File: config.mk
export PLATFORM = sky130hd
export DESIGN_NAME = multiplier_pipelined_param
export DESIGN_NICKNAME = d
export VERILOG_FILES = /design/src/rtl/mult_pkg.sv /design/src/rtl/mult_limb_pp.sv /design/src/rtl/multiplier_pipelined_param.sv
export SDC_FILE = /design/constraint.sdc
export NUM_CORES = 2
export LEC_CHECK = 0
export CAP_MARGIN = 15
export CORE_UTILIZATION = 58
export CTS_CLUSTER_DIAMETER = 120
export CTS_CLUSTER_SIZE = 8
export DETAILED_ROUTE_END_ITERATION = 16
export DONT_BUFFER_PORTS = 1
export PLACE_DENSITY = 0.79
export SYNTH_ARGS = -nofsm -noshare
export SYNTH_HDL_FRONTEND = slang
export SYNTH_SLANG_ARGS = --single-unit
File: constraint.sdc
create_clock -name clk -period 15.15 [get_ports clk]
set_input_delay 0.7575 -clock clk [delete_from_list [all_inputs] [get_ports clk]]
set_output_delay 0.7575 -clock clk [all_outputs]
set_load 0.01 [all_outputs]
File: src/rtl/mult_pkg.sv
// Shared definitions for the limb-split pipelined multiplier.
package mult_pkg;

    localparam int DEF_WIDTH = 32;
    localparam int DEF_LIMB  = 11;

    function automatic int nlimb(input int width, input int limb);
        return (width + limb - 1) / limb;
    endfunction

    // Control that travels alongside the S0/S1 data; the tag width is a
    // top-level parameter, so the optional tag rides in its own registers.
    typedef struct packed {
        logic valid;
        logic neg;
    } stage_ctl_t;

endpackage

File: src/rtl/mult_limb_pp.sv
// One registered LIMB x LIMB unsigned partial product, loaded when en is high.
module mult_limb_pp #(
    parameter int LIMB = 11
) (
    input  logic              clk,
    input  logic              rst_n,
    input  logic              en,
    input  logic [LIMB-1:0]   x,
    input  logic [LIMB-1:0]   y,
    output logic [2*LIMB-1:0] p
);

    always_ff @(posedge clk or negedge rst_n) begin
        if (!rst_n)
            p <= '0;
        else if (en)
            p <= (2*LIMB)'(x) * (2*LIMB)'(y);
    end

endmodule

File: src/rtl/multiplier_pipelined_param.sv
// Three-stage limb-split WIDTH x WIDTH multiplier, signed/unsigned per beat, with
// a single global stall. Define MULT_TAG_EN to carry an in_tag/out_tag sideband.
module multiplier_pipelined_param
    import mult_pkg::*;
#(
    parameter int WIDTH = DEF_WIDTH,
    parameter int LIMB  = DEF_LIMB,
    parameter int TAG_W = 4
) (
    input  logic               clk,
    input  logic               rst_n,
    input  logic               in_valid,
    output logic               in_ready,
    input  logic               in_signed,
    input  logic [WIDTH-1:0]   a,
    input  logic [WIDTH-1:0]   b,
`ifdef MULT_TAG_EN
    input  logic [TAG_W-1:0]   in_tag,
    output logic [TAG_W-1:0]   out_tag,
`endif
    output logic               out_valid,
    input  logic               out_ready,
    output logic [2*WIDTH-1:0] r
);

    localparam int NL = nlimb(WIDTH, LIMB);
    localparam int PW = NL * LIMB;
    localparam int RW = 2 * WIDTH;

    logic             adv;
    stage_ctl_t       ctl0, ctl1;
    logic             v2;
    logic [WIDTH-1:0] abs_a, abs_b;
    logic [PW-1:0]    mag_a, mag_b;
    logic [2*LIMB-1:0] pp [NL*NL];
    logic [RW-1:0]    sum;

    assign adv       = !v2 || out_ready;
    assign in_ready  = adv;
    assign out_valid = v2;

    // -2^(WIDTH-1) negates to itself, which read as unsigned is the right magnitude.
    assign abs_a = (in_signed && a[WIDTH-1]) ? -a : a;
    assign abs_b = (in_signed && b[WIDTH-1]) ? -b : b;

    always_ff @(posedge clk or negedge rst_n) begin
        if (!rst_n) begin
            ctl0  <= '0;
            mag_a <= '0;
            mag_b <= '0;
        end else if (adv) begin
            ctl0.valid <= in_valid;
            ctl0.neg   <= in_signed && (a[WIDTH-1] ^ b[WIDTH-1]);
            mag_a      <= PW'(abs_a);
            mag_b      <= PW'(abs_b);
        end
    end

    for (genvar i = 0; i < NL; i++) begin : g_row
        for (genvar j = 0; j < NL; j++) begin : g_col
            mult_limb_pp #(.LIMB(LIMB)) u_pp (
                .clk   (clk),
                .rst_n (rst_n),
                .en    (adv),
                .x     (mag_a[i*LIMB +: LIMB]),
                .y     (mag_b[j*LIMB +: LIMB]),
                .p     (pp[i*NL+j])
            );
        end
    end

    always_ff @(posedge clk or negedge rst_n) begin
        if (!rst_n)
            ctl1 <= '0;
        else if (adv)
            ctl1 <= ctl0;
    end

    // Summing at 2*WIDTH bits equals the wide sum truncated, since addition is modular.
    always_comb begin
        sum = '0;
        for (int i = 0; i < NL; i++)
            for (int j = 0; j < NL; j++)
                sum = sum + (RW'(pp[i*NL+j]) << ((i + j) * LIMB));
    end

    always_ff @(posedge clk or negedge rst_n) begin
        if (!rst_n) begin
            v2 <= 1'b0;
            r  <= '0;
        end else if (adv) begin
            v2 <= ctl1.valid;
            r  <= ctl1.neg ? -sum : sum;
        end
    end

`ifdef MULT_TAG_EN
    logic [TAG_W-1:0] tag0, tag1;

    always_ff @(posedge clk or negedge rst_n) begin
        if (!rst_n) begin
            tag0    <= '0;
            tag1    <= '0;
            out_tag <= '0;
        end else if (adv) begin
            tag0    <= in_tag;
            tag1    <= tag0;
            out_tag <= tag1;
        end
    end
`endif

endmodule

=== After elaboration in Yosys (flattened, before gate mapping) ===
Index checks and enable logic that the tools add are counted.

* Flip-flop bits (word level): 329
* Input port bits: 69
* Output and inout bits: 66
* Word-level logic and storage cells: 46

* $add $sub $neg: 11
* $mul: 9
* Mux-type cells: 3
* Bitwise gates (word level): 1
* Reductions and logical operators: 5

{| class="wikitable"
|+ Operators by type and width
! cell !! count
|-
| $mul 11x11->22 || 4
|-
| $add 58x64->64 || 1
|-
| $mux 32 || 2
|-
| $mux 64 || 1
|-
| $neg 32->32 || 2
|-
| $neg 64->64 || 1
|-
| $add 57x55->58 || 1
|-
| $add 56x44->57 || 1
|-
| $add 47x55->56 || 1
|-
| $add 46x44->47 || 1
|-
| $add 45x33->46 || 1
|-
| $add 34x44->45 || 1
|-
| $mul 10x11->21 || 2
|-
| $mul 11x10->21 || 2
|-
| $add 22x33->34 || 1
|-
| $mul 10x10->20 || 1
|-
| $logic_and 1x1->1 || 3
|-
| $logic_not 1->1 || 1
|-
| $logic_or 1x1->1 || 1
|-
| $xor 1x1->1 || 1
|}

=== Depth between registers and ports, before layout ===
* Word-level depth: 10
* Gate-level depth with buffers: 35
* Depth with buffers taken out: 33

=== Hierarchy ===
From an unflattened synthesis, not the netlist that was laid out.

* Cells, all modules: 6714
* Area, all modules: 58449.8 um2

{| class="wikitable"
|+ By module, submodules not included
! module !! instances !! cells each !! area an instance (um2) !! sequential area each (um2)
|-
| mult_limb_pp (g_row[0].g_col[0].u_pp ...) || 6 || 569 || 4989.8 || 550.5
|-
| multiplier_pipelined_param || 1 || 1604 || 13450.4 || 3328.2
|-
| mult_limb_pp (g_row[2].g_col[1].u_pp) || 1 || 585 || 5106.1 || 550.5
|-
| mult_limb_pp (g_row[2].g_col[0].u_pp) || 1 || 562 || 5009.8 || 550.5
|-
| mult_limb_pp (g_row[2].g_col[2].u_pp) || 1 || 549 || 4944.7 || 550.5
|}

=== Worst setup path before layout ===
OpenSTA, ideal clock, no wires.

* Path kind: flip-flop to flip-flop
* Start: register g_row[0].g_col[1].u_pp.p[16]
* End: register r[62]
* Library setup time: 0.125 ns
* Data arrival time: 8.123 ns
* Required time: 15.025 ns
* Setup slack: 6.902 ns
* Cell stages (with the launch flop): 33
* Buffers on the path: 1
* Period minus slack after synthesis: 8.248 ns
* Cells stage by stage: dfrtp_1 -> inv_1 -> fa_1 -> inv_1 -> fa_1 -> inv_1 -> fa_1 -> inv_1 -> ha_1 -> clkbuf_1 -> a21oi_1 -> o21ai_0 -> a311o_1 -> o31a_1 -> a31o_2 -> a211oi_1 -> o31a_1 -> o21ai_0 -> a21o_1 -> nand2_1 -> xor2_1 -> fa_1 -> inv_1 -> ha_1 -> a21oi_1 -> o21ai_0 -> or3_1 -> a2111oi_0 -> nand4_1 -> nand4b_1 -> o41ai_2 -> xnor2_1 -> mux2_2

* Longest elaborated chain between the ends: 10

{| class="wikitable"
|+ Ends and longest elaborated chain
! what !! line !! source
|-
| start, declared || mult_limb_pp.sv:10 || <nowiki>output logic [2*LIMB-1:0] p</nowiki>
|-
| start signal, assigned || mult_limb_pp.sv:17 || <nowiki>p <= (2*LIMB)'(x) * (2*LIMB)'(y);</nowiki>
|-
| $add 22x33->34 * || multiplier_pipelined_param.sv:84 || <nowiki>sum = sum + (RW'(pp[i*NL+j]) << ((i + j) * LIMB));</nowiki>
|-
| $add 34x44->45 * || multiplier_pipelined_param.sv:84 ||
|-
| $add 45x33->46 * || multiplier_pipelined_param.sv:84 ||
|-
| $add 46x44->47 * || multiplier_pipelined_param.sv:84 ||
|-
| $add 47x55->56 * || multiplier_pipelined_param.sv:84 ||
|-
| $add 56x44->57 * || multiplier_pipelined_param.sv:84 ||
|-
| $add 57x55->58 * || multiplier_pipelined_param.sv:84 ||
|-
| $add 58x64->64 * || multiplier_pipelined_param.sv:84 ||
|-
| $neg 64->64 || multiplier_pipelined_param.sv:93 || <nowiki>r <= ctl1.neg ? -sum : sum;</nowiki>
|-
| $mux 64 * || multiplier_pipelined_param.sv:93 ||
|-
| end signal, assigned || multiplier_pipelined_param.sv:93 ||
|-
| end, declared || multiplier_pipelined_param.sv:23 || <nowiki>output logic [2*WIDTH-1:0] r</nowiki>
|}

Every way passes the cells marked *; elsewhere a longest branch is shown, timed or not.
A chain may end at the register's enable or synchronous reset.

=== Final worst setup path ===
* Start: register g_row[0].g_col[1].u_pp.p[16]
* End: register r[63]

The elaborated chain is that of the path after synthesis.

==> results.json <==
{
  "outcome": "completed",
  "clock_path_buffers": 3,
  "core-area_mm2": 0.09029,
  "cts.clk_slew.worst_paths_ns": 0.06,
  "utilization_pct": 61.28,
  "tns_ns": 0,
  "crit_fanout": 9,
  "min_period_ns": 9.432,
  "syn_nets": 7580,
  "async_reset_ff_share_pct": 100.0,
  "cpPeakStageDelay_ns": 0.88,
  "insertion_delay_ns": 0.63,
  "cts-resized-gates": 0,
  "wl_um": 135000,
  "ctsHoldBuffers": 1,
  "worst_hold_path_type": "input pin to asynchronous set/reset pin",
  "ys_ff_latch": 325,
  "synth_edf_count": 0,
  "grt_max_degree": 326,
  "cpMostUsedCell": "inv_1",
  "nFillCells": 7525,
  "clock-skew-final_ns": 0.04348,
  "clock_sinks": 325,
  "dr.pass1.iters": 6,
  "setup_viol": 0,
  "maxSlewHeadroom_pct": 25.21,
  "syn_avg_cell_area_um2": 8.625,
  "start_kind": "flip-flop",
  "htreeDepth": 2,
  "viasPerCell": 5.769,
  "max_cap_viol_count": 0,
  "ys_top_cells_by_count": "1,025 x inv_1, 927 x nand2_1, 738 x fa_1",
  "r2r_setup_slack_ns": 5.72,
  "ioPinCount": 135,
  "timing.rr.end": "r[63]$_DFFE_PN0P_",
  "n_antenna_cell": 0,
  "cp-end-kind": "flip-flop",
  "synthesis.area_mm2": 0.05303,
  "cp.required_ns": 15.63,
  "grt.total_usage_pct": 29.74,
  "final_net_count": 7410,
  "grt_antenna_before_repair": 5,
  "start_util_pct": 58.74,
  "gr-total-overflow": 0,
  "die_w_um": 304.4,
  "synthDistinctLibCells": 79,
  "drtIter0Drc": 3456,
  "die_h_um": 304.4,
  "fmax_ghz": 0.1060,
  "synth.yosys.seq_area_share_pct": 15.33,
  "yosysMostFrequentCell": "inv_1",
  "ant_nets": 0,
  "die-area_mm2": 0.09265,
  "cts_tree": "done",
  "grt_pass1_wl_um": 220600,
  "period_share_pct": 62.26,
  "yosys.area.top_type": "fa_1",
  "synthTopCellsByArea": "fa_1 28%, dfrtp_1 15%, ha_1 15%",
  "io_buffer_count": 0,
  "rr_startpoint": "g_row[0].g_col[1].u_pp.p[16]$_DFFE_PN0P_",
  "dp_slack_ns": 5.769,
  "vias": 41313,
  "r2r_cells": 32,
  "wire_per_inst_um": 18.86,
  "synthToLayoutAreaGrowth_pct": 4.325,
  "fin_ws_ns": 5.718,
  "synth_ff_type": "dfrtp_1",
  "synth.yosys.warnings": 0,
  "path_class": "flip-flop to flip-flop",
  "root_buffer": "clkbuf_16",
  "grt_pass1_vias": 41824,
  "drive_above_1_share_pct": 2.840,
  "post_cts_buffers": 0,
  "cp_data_arrival_time_ns": 9.91,
  "place_congestion": 0.9373,
  "drc_errors": 0,
  "synth_top_area_share_pct": 27.86,
  "slew_violations": 0,
  "crit_slowest_cell": "a2111oi_0",
  "numCtsBuffers": 47,
  "row_count": 110,
  "synth_cells": 6149,
  "rsz0062_at_grt": "false",
  "dp_hpwl_um": 100800,
  "worst_slew_pin_slew_ns": 1.122,
  "finalHoldViolCount": 0
}
worst max-delay path by stage:
stage                        endpoint                                startpoint  depth (start not counted)  slack, ns
floorplan           r[62]$_DFFE_PN0P_  g_row[0].g_col[1].u_pp.p[16]$_DFFE_PN0P_                         32       6.90
global placement    r[62]$_DFFE_PN0P_  g_row[0].g_col[1].u_pp.p[16]$_DFFE_PN0P_                         32       6.07
detailed placement  r[63]$_DFFE_PN0P_  g_row[0].g_col[1].u_pp.p[16]$_DFFE_PN0P_                         32       5.77
CTS                 r[63]$_DFFE_PN0P_  g_row[0].g_col[1].u_pp.p[16]$_DFFE_PN0P_                         32       5.74
global route        r[63]$_DFFE_PN0P_  g_row[0].g_col[1].u_pp.p[16]$_DFFE_PN0P_                         32       4.99
finish              r[63]$_DFFE_PN0P_  g_row[0].g_col[1].u_pp.p[16]$_DFFE_PN0P_                         32       5.72
cells by family after synthesis:
logic type                 count (synthesis)  synth area share (%)
xor gates and xnor gates                 316                 5.219
AOI/OAI and AO/OA                        834                 9.586
adders and majority gates               1362                 42.58
buffers and inverters                   1319                 9.342
muxes                                     13                0.2595
DFF                                      325                 15.33
and+or+nand+nor                         1980                 17.68
cell usage in the layout, fill, tap and decap left out, types with 70 or more instances in the layout:
| cell | n |
|---|---|
| a21oi_1 | 244 |
| and2_1 | 480 |
| buf_4 | 70 |
| dfrtp_1 | 322 |
| fa_1 | 738 |
| ha_1 | 624 |
| inv_1 | 1024 |
| nand2_1 | 927 |
| nor2_1 | 250 |
| o21ai_0 | 255 |
| xnor2_1 | 152 |
| xor2_1 | 164 |
registers in the layout, summed over array words and instances, names as in the netlist:
signal / count
ctl0: 2
ctl1: 2
g_row.g_col.u_pp.p: 192
mag_a: 32
mag_b: 32
out_valid: 1
r: 64
final cells by class:
type                       count  area (um^2)  area share [%]
multi-input combinational   4505        39950           72.21
sequential                   325         8137           14.71
inverter                    1025         3855           6.967
tap                         1176         1471           2.659
clock buffer                  50         1187           2.146
timing repair buffer          75        655.6           1.185
clock inverter                 5        67.56          0.1221
worst max-delay path, delay by kind of cell (launching register included):
kind | cells | cell delay, ns
and+or+nand+nor | 6 | 1.53
adders and majority gates | 6 | 2.74
AOI/OAI and AO/OA | 13 | 4.20
muxes | 1 | 0.15
buffers and inverters | 5 | 0.25
xor gates and xnor gates | 1 | 0.08
DFF | 1 | 0.34
per-layer routing:
metal	GRT usage [%]	up-vias	routed length [um]
met1	41.54	20296	57480
met3	6.804	280	14160
met5	0	-	13
met4	8.903	2	4104
met2	46.13	1765	59270
li1	-	18970	-
stage by stage:
step	cells	hold slack, ns	instance area (um^2)
floorplan	6149	0.4300	53030
global route	7161	0.04095	55330
global placement	7102	0.4417	53960
CTS	7158	0.2222	55250
finish	7161	0.005903	55330
detailed placement	7102	0.4468	53960
Power is left out: the tool's default activity adds up to more than one toggle a clock period on the data nets, which glitch-free logic cannot reach.
